$ cat config.mk
export PLATFORM = sky130hd
export DESIGN_NAME = bp_fe_bht_gshare
export DESIGN_NICKNAME = d
export VERILOG_FILES = /design/src/rtl/bp_fe_pkg.sv /design/src/rtl/bp_fe_sat_counter_update.sv /design/src/rtl/bp_fe_bht_gshare.sv
export SDC_FILE = /design/constraint.sdc
export NUM_CORES = 1
export LEC_CHECK = 0
export CAP_MARGIN = 30
export CORE_MARGIN = 8
export CORE_UTILIZATION = 45
export CTS_CLUSTER_DIAMETER = 200
export CTS_CLUSTER_SIZE = 25
export DETAILED_ROUTE_END_ITERATION = 8
export PLACE_DENSITY_LB_ADDON = 0.3
export SYNTH_ARGS = -nofsm -noshare
export SYNTH_HDL_FRONTEND = slang
export SYNTH_SLANG_ARGS = --single-unit
$ cat constraint.sdc
create_clock -name clk_i -period 27.5 [get_ports clk_i]
set_input_delay 4.125 -clock clk_i [delete_from_list [all_inputs] [get_ports clk_i]]
set_output_delay 4.125 -clock clk_i [all_outputs]
set_load 0.02 [all_outputs]
$ cat src/rtl/bp_fe_pkg.sv
// Shared front-end branch predictor types: BHT FSM states, weak-not-taken constant, pipe metadata.
// Latency: n/a (types and constants only).
// Backpressure: n/a.

`ifndef BP_FE_BHT_WEAK_NT
`define BP_FE_BHT_WEAK_NT(width_mp) ((1 << ((width_mp) - 1)) - 1)
`endif

package bp_fe_pkg;

    typedef enum logic {
        e_bht_init,
        e_bht_ready
    } bp_fe_bht_state_e;

    // Widest index/history any BHT instance may carry down the FE queue.
    localparam int bp_fe_bht_meta_idx_width_gp   = 16;
    localparam int bp_fe_bht_meta_ghist_width_gp = 16;

    // Lookup metadata carried alongside a fetch until the branch resolves.
    typedef struct packed {
        logic [bp_fe_bht_meta_idx_width_gp-1:0]   idx;
        logic [bp_fe_bht_meta_ghist_width_gp-1:0] ghist;
    } bp_fe_bht_meta_s;

endpackage

$ cat src/rtl/bp_fe_sat_counter_update.sv
// Next value of an unsigned saturating direction counter given the resolved direction.
// Latency: combinational.
// Backpressure: none; pure function of its inputs.

module bp_fe_sat_counter_update #(
    parameter int width_p = 2
) (
    input  logic [width_p-1:0] cnt_i,
    input  logic               taken_i,
    output logic [width_p-1:0] cnt_o
);

    // Step toward the resolved direction, holding at the rails instead of wrapping.
    always_comb begin
        cnt_o = cnt_i;
        if (taken_i) begin
            if (cnt_i != '1) begin
                cnt_o = cnt_i + width_p'(1);
            end
        end else begin
            if (cnt_i != '0) begin
                cnt_o = cnt_i - width_p'(1);
            end
        end
    end

endmodule

$ cat src/rtl/bp_fe_bht_gshare.sv
// Bimodal/gshare branch history table with speculative global history and mispredict repair.
// Latency: prediction one cycle after an accepted lookup; table sweep takes 2**bht_idx_width_p cycles.
// Backpressure: none; lookups and updates are dropped until init_done_o, otherwise always accepted.

module bp_fe_bht_gshare
    import bp_fe_pkg::*;
#(
    parameter int vaddr_width_p   = 39,
    parameter int bht_idx_width_p = 9,
    parameter int counter_width_p = 2,
    parameter int ghist_width_p   = 4,
    parameter int use_ghist_p     = 1,
    parameter int debug_p         = 0
) (
    input  logic                       clk_i,
    input  logic                       reset_i,
    output logic                       init_done_o,

    input  logic                       r_v_i,
    input  logic [vaddr_width_p-1:0]   r_addr_i,
    output logic                       predict_v_o,
    output logic                       predict_o,
    output logic [bht_idx_width_p-1:0] r_idx_o,
    output logic [ghist_width_p-1:0]   r_ghist_o,

    input  logic                       w_v_i,
    input  logic [bht_idx_width_p-1:0] w_idx_i,
    input  logic                       w_taken_i,
    input  logic [ghist_width_p-1:0]   w_ghist_i,
    input  logic                       w_mispredict_i
);

    localparam int els_lp = 2 ** bht_idx_width_p;
    localparam logic [counter_width_p-1:0] weak_nt_lp =
        counter_width_p'(`BP_FE_BHT_WEAK_NT(counter_width_p));

    // Parameter legality is checked at elaboration so no index is ever silently truncated.
    if (counter_width_p < 1 || counter_width_p > 4) begin : g_chk_counter_width
        $error("bp_fe_bht_gshare: counter_width_p must be in 1..4");
    end
    if (ghist_width_p < 1 || ghist_width_p > bht_idx_width_p) begin : g_chk_ghist_width
        $error("bp_fe_bht_gshare: ghist_width_p must be in 1..bht_idx_width_p");
    end
    if (vaddr_width_p <= bht_idx_width_p + 2) begin : g_chk_vaddr_width
        $error("bp_fe_bht_gshare: vaddr_width_p too narrow for the PC index");
    end
    if (debug_p != 0 && debug_p != 1) begin : g_chk_debug
        $error("bp_fe_bht_gshare: debug_p must be 0 or 1");
    end

    bp_fe_bht_state_e             state_q, state_n;
    logic [bht_idx_width_p-1:0]   init_cnt_q;
    logic [ghist_width_p-1:0]     ghist_q;
    logic [counter_width_p-1:0]   mem_q [els_lp];

    logic                         rd_v_q;
    logic [bht_idx_width_p-1:0]   rd_idx_q;
    logic [ghist_width_p-1:0]     rd_ghist_q;

    logic [bht_idx_width_p-1:0]   pc_idx;
    logic [bht_idx_width_p-1:0]   lookup_idx;
    logic                         lookup_acc;
    logic                         restore;
    logic                         upd_v;
    logic [counter_width_p-1:0]   upd_cnt;

    // PC bits outside the word-aligned index field do not affect the prediction.
    logic unused_addr;
    assign unused_addr = ^{r_addr_i[vaddr_width_p-1:bht_idx_width_p+2], r_addr_i[1:0]};

    function automatic logic [ghist_width_p-1:0] shift_in(
        input logic [ghist_width_p-1:0] hist,
        input logic                     dir
    );
        return (hist << 1) | ghist_width_p'(dir);
    endfunction

    assign init_done_o = (state_q == e_bht_ready);
    assign pc_idx      = r_addr_i[bht_idx_width_p+1:2];
    assign lookup_idx  = (use_ghist_p != 0) ? (pc_idx ^ bht_idx_width_p'(ghist_q)) : pc_idx;
    assign lookup_acc  = r_v_i & init_done_o;
    assign upd_v       = w_v_i & init_done_o;
    assign restore     = upd_v & w_mispredict_i;

    assign predict_v_o = rd_v_q;
    assign predict_o   = rd_v_q & mem_q[rd_idx_q][counter_width_p-1];
    assign r_idx_o     = rd_idx_q;
    assign r_ghist_o   = rd_ghist_q;

    bp_fe_sat_counter_update #(
        .width_p(counter_width_p)
    ) u_sat (
        .cnt_i  (mem_q[w_idx_i]),
        .taken_i(w_taken_i),
        .cnt_o  (upd_cnt)
    );

    // State register; reset always restarts the sweep.
    always_ff @(posedge clk_i) begin
        if (reset_i) begin
            state_q <= e_bht_init;
        end else begin
            state_q <= state_n;
        end
    end

    // Leave INIT once the last entry has been written.
    always_comb begin
        state_n = state_q;
        case (state_q)
            e_bht_init:  if (init_cnt_q == '1) state_n = e_bht_ready;
            e_bht_ready: state_n = e_bht_ready;
            default:     state_n = e_bht_init;
        endcase
    end

    // Sweep pointer advances one entry per INIT cycle.
    always_ff @(posedge clk_i) begin
        if (reset_i) begin
            init_cnt_q <= '0;
        end else if (state_q == e_bht_init) begin
            init_cnt_q <= init_cnt_q + bht_idx_width_p'(1);
        end
    end

    // Single write port: sweep writes during INIT, resolved-branch updates afterwards.
    always_ff @(posedge clk_i) begin
        if (!reset_i) begin
            if (state_q == e_bht_init) begin
                mem_q[init_cnt_q] <= weak_nt_lp;
            end else if (upd_v) begin
                mem_q[w_idx_i] <= upd_cnt;
            end
        end
    end

    // Capture the lookup index and pre-shift history for the prediction cycle.
    always_ff @(posedge clk_i) begin
        if (reset_i) begin
            rd_v_q     <= 1'b0;
            rd_idx_q   <= '0;
            rd_ghist_q <= '0;
        end else begin
            rd_v_q <= lookup_acc;
            if (lookup_acc) begin
                rd_idx_q   <= lookup_idx;
                rd_ghist_q <= ghist_q;
            end
        end
    end

    // Speculative history follows predictions; a mispredict overrides with the repaired snapshot.
    always_ff @(posedge clk_i) begin
        if (reset_i) begin
            ghist_q <= '0;
        end else if (restore) begin
            ghist_q <= shift_in(w_ghist_i, w_taken_i);
        end else if (rd_v_q) begin
            ghist_q <= shift_in(ghist_q, predict_o);
        end
    end

endmodule

==> impl_results.md <==
- I/O pin cnt: 74
- EDFF count, synth: slightly above 1,000
- Syn Area/Cell: about 16 sq um
- # setup viols final: 0
- R2R depth: 13
- Fin cells: around 4,400
- Worst Path Required: between 20 and 30 ns
- RSZ-0062 raised after global routing: false
- Setup tns final: 0 ns
- Min Tclk post-route: 10.52 ns
- Pleak: 0.0171 uW
- Outcome: completed
- Chip Height: approximately 340 um
- Overall Power: approximately 2700 uW
- Clock latency at the later pin of the worst-skew pair: roughly 0.66 ns
- # nets final: just over 3,000
- Asr flop ratio synth: 0%
- CTS buffer count: 48
- Final hold violations: 0
- Clk pin slew, worst setup/hold paths: approximately 0.10 ns
- CTS tree: yes
- DRC: 0
- Measured slew at the worst slew-check pin: roughly 1.1 ns
- Clock net sink count: between 1,000 and 1,500
- Htree depth: 2
- CP Launch Type: input port
- Starting Density: a little under half
- Routed Antenna Nets: 0
- First-pass GRT wire length: between 150 and 200 mm
- Vias per inst: around 6.5
- First-pass iteration count of the detailed router: 6
- Worst endpoint data arrival time: 10.95 ns
- Most common cell after layout, fill and taps aside: edfxtp_1
- GRT Total Usage: about 22%
- Syn Nets: roughly 3,100
- Dominant cell type by area after synthesis: edfxtp_1
- Synth top area cells: edfxtp_1 64%, mux4_2 13%, mux2i_1 5.8%
- Clock Path Buffers: 3
- Max Freq: 95.0 MHz
- Cts hold-fix bufs: 0
- Headroom to the max-slew limit: between 20% and 30%
- Finished Core Util: 47.8%
- Vias in the first global route: 28,900
- Hold depth: 2
- Root buf cell: clkbuf_16
- #FFs+latches synth: between 1,000 and 1,500
- Share of post-route cells with drive strength above 1: 14.3%
- 1st-iter DRT viols: between 3,000 and 4,000
- Max Slew Vio Count: 0
- Synth top area share: ~64%
- Post-Syn Instances: 3,081
- CP endpoint kind: flop
- DR WL/cell: 30.4 um
- Skew final: 0.0312 ns
- Initial antenna violation count: 3
- Die area: 118,000 sq um
- Post-synthesis sequential area ratio: about two thirds
- Worst-path maximum fanout: between 80 and 90
- Worst min-delay path class: reg -> reg
- Most frequent cells in the layout: 1,024 x edfxtp_1, 577 x nor2_1, 277 x mux2i_1
- Ys Warns: 0
- Core area: roughly 110,000 sq um
- Dpl hpwl: just under 80 mm
- Drt total wl: around 130 mm
- IO buf count: between 40 and 50
- Synth-to-Final Area Change: 5.84%
- Post-CTS Resized: 0
- Largest net degree at the start of global routing: 267
- Placed cells: roughly 4,300
- Gpl congestion: around 0.87
- Vias: between 20,000 and 30,000
- Pwr Density: approximately 53 nW/um^2
- Post-CTS setup buffers: 0
- Period utilization: a little under two fifths
- Post-Syn Area: a little under 50,000 sq um
- Gr ovfl total: 0
- # rows: 120
- Top_reg_cell synth: edfxtp_1
- Die width: between 300 and 400 um
- Synth cell types: 71
- VDD IR max: between 30 and 40 uV
- Crit Path Category: in -> reg
- Max Cap Viol: 0
==> final timing paths <==
path	from	endpoint	slack (ns)
max reg2reg	mem_q[390][1]	mem_q[337][1]	22.12
min reg2reg	r_ghist_o[2]	r_ghist_o[2]	0.47
max	w_idx_i[4]	mem_q[337][1]	16.98
min	r_ghist_o[2]	r_ghist_o[2]	0.47
==> synthesized netlist by cell type (12+ instances only) <==
cell type	number
buf_1	30
buf_2	51
nor4_1	16
o221ai_1	115
buf_6	21
nor3_1	36
nand3_1	16
mux4_2	269
o21ai_0	53
clkbuf_1	118
nor2_1	577
dfxtp_1	37
nand2_1	114
buf_8	14
a21oi_1	66
a211oi_1	23
mux2i_1	277
nand2b_1	12
o22ai_1	46
edfxtp_1	1024
==> per-layer routing <==
| metal | wire, um | track usage (%) | up-vias |
|---|---|---|---|
| met5 | 13 | 0 | - |
| met4 | 5760 | 8.31 | 2 |
| li1 | - | - | 11900 |
| met1 | 51100 | 30.3 | 14800 |
| met2 | 63100 | 36.1 | 1624 |
| met3 | 13800 | 4.07 | 290 |
==> through the flow <==
step | setup slack [ns] | cell area, sq um | hold slack, ns
6_report | 16.98 | 50900 | 0.468
5_1_grt | 16.71 | 50900 | 0.489
4_1_cts | 16.67 | 50800 | 0.468
3_5_place_dp | 16.04 | 49400 | 0.454
3_3_place_gp | 15.83 | 49400 | 0.442
2_1_floorplan | 4.48 | 48100 | 0.457
==> sequential cells by signal, summed over array words and instances, names as in the netlist, named ones only <==
register / cells
init_cnt_q: 9
predict_v_o: 1
r_ghist_o: 4
mem_q: 1024
ghist_q: 4
init_done_o: 1
r_idx_o: 9
==> power by group <==
part           leakage, uW  total [uW]  switching [uW]  internal [uW]
logic              0.00487         128            86.4           41.5
registers           0.0116        1740           0.713           1740
clock network     0.000643         821             488            333
==> cells by family (layout without fill, tap and decap cells) <==
group | after synthesis | count (layout) | synth area share [%]
and+or+nand+nor | 822 | 822 | 7.12
other | 0 | 1 | 0
xor gates and xnor gates | 10 | 10 | 0.182
adders and majority gates | 2 | 2 | 0.0521
muxes | 551 | 551 | 18.6
buffers and inverters | 258 | 181 | 3.03
DFF | 1061 | 1061 | 65.5
AOI/OAI and AO/OA | 377 | 377 | 5.47
==> layout make-up <==
| cell class | instances | area (sq um) |
|---|---|---|
| flip-flops and latches | 1061 | 31500 |
| diodes | 1 | 2.50 |
| inverters | 8 | 31.3 |
| fillers | 8853 | 55600 |
| clock inverters | 3 | 33.8 |
| multi-input cells | 1762 | 15300 |
| well taps | 1403 | 1760 |
| clock buffers | 68 | 1300 |
| repair buffers | 102 | 997 |
==> worst max-delay path, stage by stage <==
cell and delay [ns]:
buf_4 0.53, clkinv_2 0.98, buf_4 0.63, o221ai_1 0.24, a21oi_1 0.19, nor4_1 0.45, nand4_1 0.20, a2111oi_1 0.61
buf_4 0.25, nor4_1 0.06, a311oi_1 0.38, a31o_4 0.51, buf_4 0.75, buf_4 0.49, buf_16 0.31
Power figures use the tool's default switching activity.
